===== src/rtl/sphere_feeder.sv =====
// Sphere table feeder: holds a small register table of spheres and hands them one at a
// time to the ray tracer, counting finished intersections until the pixel's sweep completes.
module sphere_feeder #(
    parameter int NUM_SPHERES = 4,
    parameter int DATA_W      = 16
) (
    input  logic                     clk,
    input  logic                     rst,
    input  logic                     pixel_start,
    input  logic                     next_sphere,
    input  logic [1:0]               index,
    input  logic                     finished,
    input  logic                     cfg_we,
    input  logic [1:0]               cfg_addr,
    input  logic [1:0]               cfg_field,
    input  logic [DATA_W-1:0]        cfg_data,
    output logic                     valid,
    output logic signed [DATA_W-1:0] sphere_x,
    output logic signed [DATA_W-1:0] sphere_y,
    output logic signed [DATA_W-1:0] sphere_z,
    output logic [DATA_W-1:0]        sphere_r,
    output logic                     busy,
    output logic                     sweep_done,
    output logic                     index_err
);
    typedef enum logic [2:0] {IDLE, ARMED, FETCH, PRESENT, WAIT_DONE} state_t;

    localparam logic [2:0] NUM_L = 3'(NUM_SPHERES);

    state_t state, state_nx;
    logic [2:0] count;
    logic [1:0] idx_q;
    logic [NUM_SPHERES-1:0][3:0][DATA_W-1:0] tbl;
    logic [3:0][DATA_W-1:0] fetch_row;
    logic req_ok, done_last;

    assign req_ok    = next_sphere && ({1'b0, index} < NUM_L);
    assign done_last = finished && ((count + 3'd1) == NUM_L);

    always_ff @(posedge clk) begin
        if (rst) state <= IDLE;
        else     state <= state_nx;
    end

    always_comb begin
        state_nx = state;
        unique case (state)
            IDLE:      if (pixel_start) state_nx = ARMED;
            ARMED:     if (req_ok) state_nx = FETCH;
            FETCH:     state_nx = PRESENT;
            PRESENT:   state_nx = WAIT_DONE;
            WAIT_DONE: if (finished) state_nx = done_last ? IDLE : ARMED;
            default:   state_nx = IDLE;
        endcase
    end

    always_comb begin
        busy  = (state != IDLE);
        valid = (state == PRESENT);
    end

    // Table writes are accepted in every state; fetch reads the pre-write value.
    always_ff @(posedge clk) begin
        if (rst) begin
            tbl <= '0;
        end else if (cfg_we) begin
            for (int e = 0; e < NUM_SPHERES; e++)
                if (cfg_addr == 2'(e)) tbl[e][cfg_field] <= cfg_data;
        end
    end

    always_comb begin
        fetch_row = '0;
        for (int e = 0; e < NUM_SPHERES; e++)
            if (idx_q == 2'(e)) fetch_row = tbl[e];
    end

    always_ff @(posedge clk) begin
        if (rst) begin
            count      <= '0;
            idx_q      <= '0;
            index_err  <= 1'b0;
            sweep_done <= 1'b0;
            sphere_x   <= '0;
            sphere_y   <= '0;
            sphere_z   <= '0;
            sphere_r   <= '0;
        end else begin
            sweep_done <= (state == WAIT_DONE) && done_last;
            if (state == IDLE && pixel_start) count <= '0;
            if (state == WAIT_DONE && finished) count <= count + 3'd1;
            if (state == ARMED && next_sphere) begin
                if (req_ok) idx_q <= index;
                else        index_err <= 1'b1;
            end
            if (state == FETCH) begin
                sphere_x <= fetch_row[0];
                sphere_y <= fetch_row[1];
                sphere_z <= fetch_row[2];
                sphere_r <= fetch_row[3];
            end
        end
    end
endmodule


===== config.mk =====
export PLATFORM = sky130hd
export DESIGN_NAME = sphere_feeder
export DESIGN_NICKNAME = d
export VERILOG_FILES = /design/src/rtl/sphere_feeder.sv
export SDC_FILE = /design/constraint.sdc
export NUM_CORES = 1
export LEC_CHECK = 0
export CORE_ASPECT_RATIO = 0.7
export CORE_UTILIZATION = 45
export CTS_CLUSTER_SIZE = 12
export DETAILED_ROUTE_END_ITERATION = 8
export DONT_BUFFER_PORTS = 1
export SETUP_SLACK_MARGIN = 0.15
export SLEW_MARGIN = 30
export SYNTH_ARGS = -nofsm -noshare
export SYNTH_HDL_FRONTEND = slang
export SYNTH_SLANG_ARGS = --single-unit

===== constraint.sdc =====
create_clock -name clk -period 1.5 [get_ports clk]
set_input_delay 0.3 -clock clk [delete_from_list [all_inputs] [get_ports clk]]
set_output_delay 0.3 -clock clk [all_outputs]
set_load 0.03 [all_outputs]

# Yosys cells after proc, flatten, opt, wreduce, memory -nomap -nowiden
# Index checks and enable logic that the tools add are counted.
# W data, S select, Z words.
dict set report totals {
  regBits 330
  inputBits 28
  out_inout_bits 68
  elab_cells 78
}
dict set report classes {
  n_addsub 1
  n_lt_le_gt_ge 2
  n_eq_ne 14
  n_mux 17
  bitwise 1
  reduce_logical 18
}
# cell n
set ops {}
lappend ops {{$bwmux W64} 4}
lappend ops {{$mux W64} 4}
lappend ops {{$demux W16 S2} 1}
lappend ops {{$mux W16} 1}
lappend ops {{$mux W3} 5}
lappend ops {{$pmux W3 S5} 1}
lappend ops {{$reduce_and A2 Y1} 6}
lappend ops {{$eq A2 B2 Y1 const B} 4}
lappend ops {{$eq A3 B2 Y1 const B} 2}
lappend ops {{$eq A3 B3 Y1 const B} 2}
lappend ops {{$logic_and A1 B1 Y1} 6}
lappend ops {{$ne A2 B2 Y1 const B} 3}
lappend ops {{$eq A2 B1 Y1 const B} 2}
lappend ops {{$logic_not A2 Y1} 2}
lappend ops {{$add A3 B1 Y3 const B} 1}
lappend ops {{$eq A3 B1 Y1 const B} 1}
lappend ops {{$logic_not A3 Y1} 1}
lappend ops {{$lt A2 B3 Y1 const B} 1}
lappend ops {{$reduce_and A3 Y1} 1}
lappend ops {{$reduce_bool A3 Y1} 1}
lappend ops {{$ge A2 B1 Y1 const B} 1}
lappend ops {{$reduce_bool A2 Y1} 1}
lappend ops {{$mux W1} 1}
lappend ops {{$not A1 Y1} 1}

# Depth between registers and ports, before layout
dict set report depth {
  ltp_word 6
  ltp_mapped 6
  ltp_nobuf 5
}

# Worst setup path before layout
# OpenSTA, ideal clock, no wires.
dict set report synth_timing {
  path_kind {reg2reg}
  start {register idx_q[1]}
  end {register sphere_r[10]}
  setup_ns 0.117
  arrival_time_ns 1.325
  t_required_ns 1.383
  slack_ns 0.058
  stages_incl_launch_ff 5
  path_buffers 2
  period_less_slack_ns 1.442
  cell_sequence {dfxtp_1 buf_6 buf_6 mux4_2 a22o_1}
}
dict set report synth_between {
  elab_chain_len 5
  word_cells_on_any_way 8
  classes_between {eq/ne (3); mux (4); reduce/logical (1)}
}
# element line_no
set synth_rtl {}
lappend synth_rtl {{start, declared} 32} ;# logic [1:0] idx_q;
lappend synth_rtl {{start signal, assigned} 93} ;# if (req_ok) idx_q <= index;
lappend synth_rtl {{$logic_not A2 Y1} 75} ;# if (idx_q == 2'(e)) fetch_row = tbl[e];
lappend synth_rtl {{$mux W64 (3 in series)} 75}
lappend synth_rtl {{$mux W64 *} 75}
lappend synth_rtl {{end signal, assigned} 100} ;# sphere_r <= fetch_row[3];
lappend synth_rtl {{end, declared} 21} ;# output logic [DATA_W-1:0] sphere_r,
# Mark *: on every way between the ends. The rest lies on a longest branch, timed or not.
# A chain may end at the register's enable or synchronous reset.

# Worst setup path after layout
dict set report layout_timing {
  start {register state[1]}
  end {output port busy}
}
dict set report layout_between {
  elab_chain_len 1
}
# element line_no
set layout_rtl {}
lappend layout_rtl {{start, declared} 30} ;# state_t state, state_nx;
lappend layout_rtl {{start signal, assigned} 42} ;# else state <= state_nx;
lappend layout_rtl {{$reduce_bool A3 Y1} 58} ;# busy = (state != IDLE);
lappend layout_rtl {{end, declared} 22} ;# output logic busy,
# Every way passes these cells.

==> impl_metrics.yaml <==
drt:
  drt-initial-drc-count: 1555
  wl_per_cell_um: 23.45
  first_pass_iters: 6
  drt_wl_total_um: 47030
  ant_nets: 0
  drc: 0
  dr_total_vias: 12540
  via_per_inst: 6.252
power_and_ir_drop:
  p_per_area_mw_per_mm2: 1038
  total_power_uw: 18340
  power.leakage_uw: 0.006296
  irDropWorstVdd_mv: 0.7560
layout:
  antenna_cells: 0
  final_cell_mix: "a21oi_1 (259), dfxtp_1 (259), nand3_1 (256), o21ai_0 (199), dlygate4sd3_1 (193)"
  drive_above_1_share_pct: 16.75
  area_growth_syn_to_layout_pct: 27.60
  stdcell_count: 2006
  nets: 1608
logic_synthesis:
  syn_inst: 1483
  seq_area_frac_synth_pct: 47.72
  synth_area_mm2: 0.01384
  synth_fp_nets: 1513
  ys_ff_latch: 330
  ys_warn_count: 0
  synth_cell_types: 38
  syn_area_per_cell_um2: 9.335
critical_path:
  worst-r2r-cell-count: 4
  regToRegEndpoint: "sphere_y[1]"
  crit_required_ns: 1.20
  path_cells: "buf_6 -> or3_4"
  cp_top_family: "simple AND/OR/NAND/NOR gates"
  crit_arrival_ns: 1.37
  cp.depth: 2
  r2r_setup_slack_ns: -0.04
  critPathSlowestCell: "or3_4"
  slowest_delay_ns: 0.41
  crit_buf_inv: 1
  path_max_fanout: 2
  r2r_start: "idx_q[1]"
  critical_path_class: "flip-flop to primary output"
  cp-end-kind: "primary output"
  startpoint_type: "flip-flop"
timing:
  worstMarginPinSlew_ns: 0.3980
  min_period_ns: 1.667
  fin_skew_ns: 0.007626
  period_share_pct: 111.1
  post-route-worst-setup-slack_ns: -0.1666
  fmax_mhz: 600.0
  setup_violations: 19
  slew-limit-headroom_pct: 73.46
  whs_ns: -0.1541
  finalMaxSlewViolations: 0
  rsz0062_at_grt: "yes"
  hold_violations: 73
floorplanning:
  start_util_pct: 45.99
  io_pins: 96
  die_area_mm2: 0.03148
  num_rows: 53
  core_mm2: 0.03011
  die_w_um: 211.6
  die_y_um: 148.8
place:
  port_buffers: 0
  place.gp.congestion: 0.7490
  place_inst: 1735
  post-place-ws_ns: -0.002701
  dpl.hpwl_um: 21100
global_routing:
  grt_pass1_wl_um: 73720
  gr-total-overflow: 0
  grt_pass1_vias: 12450
  grt_max_degree: 269
  grt_usage_pct: 30.18
  antenna_found_initial: 0
cts:
  ctsHoldBuffers: 193
  cts.clk_slew.worst_paths_ns: 0.06
  clk_latency_ns: 0.53
  cts.sink_count: 330
  cts_made_buffers: 34
  clk_path_buf_depth: 3
  cts_tree: "done"
  root_buffer: "clkbuf_16"
  htreeDepth: 2
worst_hold_path:
  worstHoldPathCells: 1
  hold_start: "rst"
  hp-class: "input port to flip-flop"
  min_to: "count[0]"
flow_run:
  maxCapViolations: 0
run_status:
  status: "finished with violations"
  violations: "hold timing, setup timing"
[area by class of cell]
class / instances / area (um^2)
Clock buffer: 52 / 1012
Fill cell: 2559 / 12440
Timing Repair Buffer: 259 / 3087
Multi-Input combinational cell: 951 / 6341
Inverter: 2 / 7.507
Tap cell: 412 / 515.5
Sequential cell: 330 / 6703
[Yosys cell counts (all sizes together)]
master / n / area [um^2]
dfxtp: 330 / 6606
a21oi: 261 / 1306
o21ai: 259 / 1296
nand3: 257 / 1286
clkbuf: 106 / 400.4
buf: 94 / 604.3
a22o: 64 / 560.5
mux4: 64 / 1441
nor2: 6 / 27.52
nor2b: 6 / 37.54
and3b: 3 / 26.28
mux2i: 3 / 30.03
nor3b: 3 / 27.52
or3: 3 / 18.77
ha: 2 / 25.02
inv: 2 / 7.510
nand2: 2 / 10.01
nand2b: 2 / 12.51
nand3b: 2 / 15.01
o21bai: 2 / 15.01
or2: 2 / 12.51
a31oi: 1 / 6.260
and2: 1 / 6.260
and2b: 1 / 7.510
and3: 1 / 6.260
and4bb: 1 / 12.51
nand4: 1 / 6.260
nor3: 1 / 5.000
nor4b: 1 / 8.760
nor4bb: 1 / 10.01
or3b: 1 / 8.760
[power by group]
group | internal (uW) | switching, uW
registers | 8860 | 64.8
clock network | 4610 | 3480
logic | 537 | 784
[metrics by stage]
| step | utilization, % | cell area, um^2 | setup TNS (ns) |
|---|---|---|---|
| floorplan | - | 13900 | 0 |
| detailed placement | 46.74 | 14070 | -0.004521 |
| CTS | 58.37 | 17570 | -0.7108 |
| global placement | 46.74 | 14070 | 0 |
| global route | 58.68 | 17670 | -1.819 |
| finish | 58.68 | 17670 | -0.4577 |
[worst max-delay path by stage]
stage / start / endpoint
final: state[1] / busy
after global routing: state[1] / busy
after CTS: state[1] / busy
after detailed placement: idx_q[1] / sphere_y[9]
after global placement: idx_q[1] / sphere_y[9]
after floorplan: idx_q[1] / sphere_r[10]
[layer usage]
metal  wire length [um]  vias to the layer above  GRT usage [%]
met5                  0                        -              0
met2              21720                      534          47.71
met4               1608                        0          11.70
met1              19800                     6278          40.64
li1                   -                     5637              -
met3               3902                       92          6.232
[cell families (layout without fill, tap and decap cells)]
logic type	Yosys count	after routing	synth area share, %
flip-flops	330	330	47.72
AO/OA/AOI/OAI	587	587	23.00
buffers and inverters	202	313	7.311
AND/OR/NAND/NOR	295	295	11.16
multiplexers	67	67	10.63
adder cells (fa/ha/maj)	2	2	0.1807
[flip-flops by register name, summed over array words and instances (netlist names)]
signal / flops
count: 3
idx_q: 2
index_err: 1
sphere_r: 16
sphere_x: 16
sphere_y: 16
sphere_z: 16
state: 3
sweep_done: 1
tbl: 256
[worst register-to-register path, cell delays in order, from the launching register on]
cell and delay, ns:
dfxtp_4 0.38, buf_12 0.17, buf_12 0.17, mux4_2 0.52, a22o_1 0.19
[what timing repair did]
item	4_1_cts	5_1_grt
pin swaps	2	10
setup endpoints to repair	121	79
gates resized for setup	86	25
cloned	10	0
setup buffers	15	1
hold endpoints to repair	266	73
(Power assumes the default switching activity.)
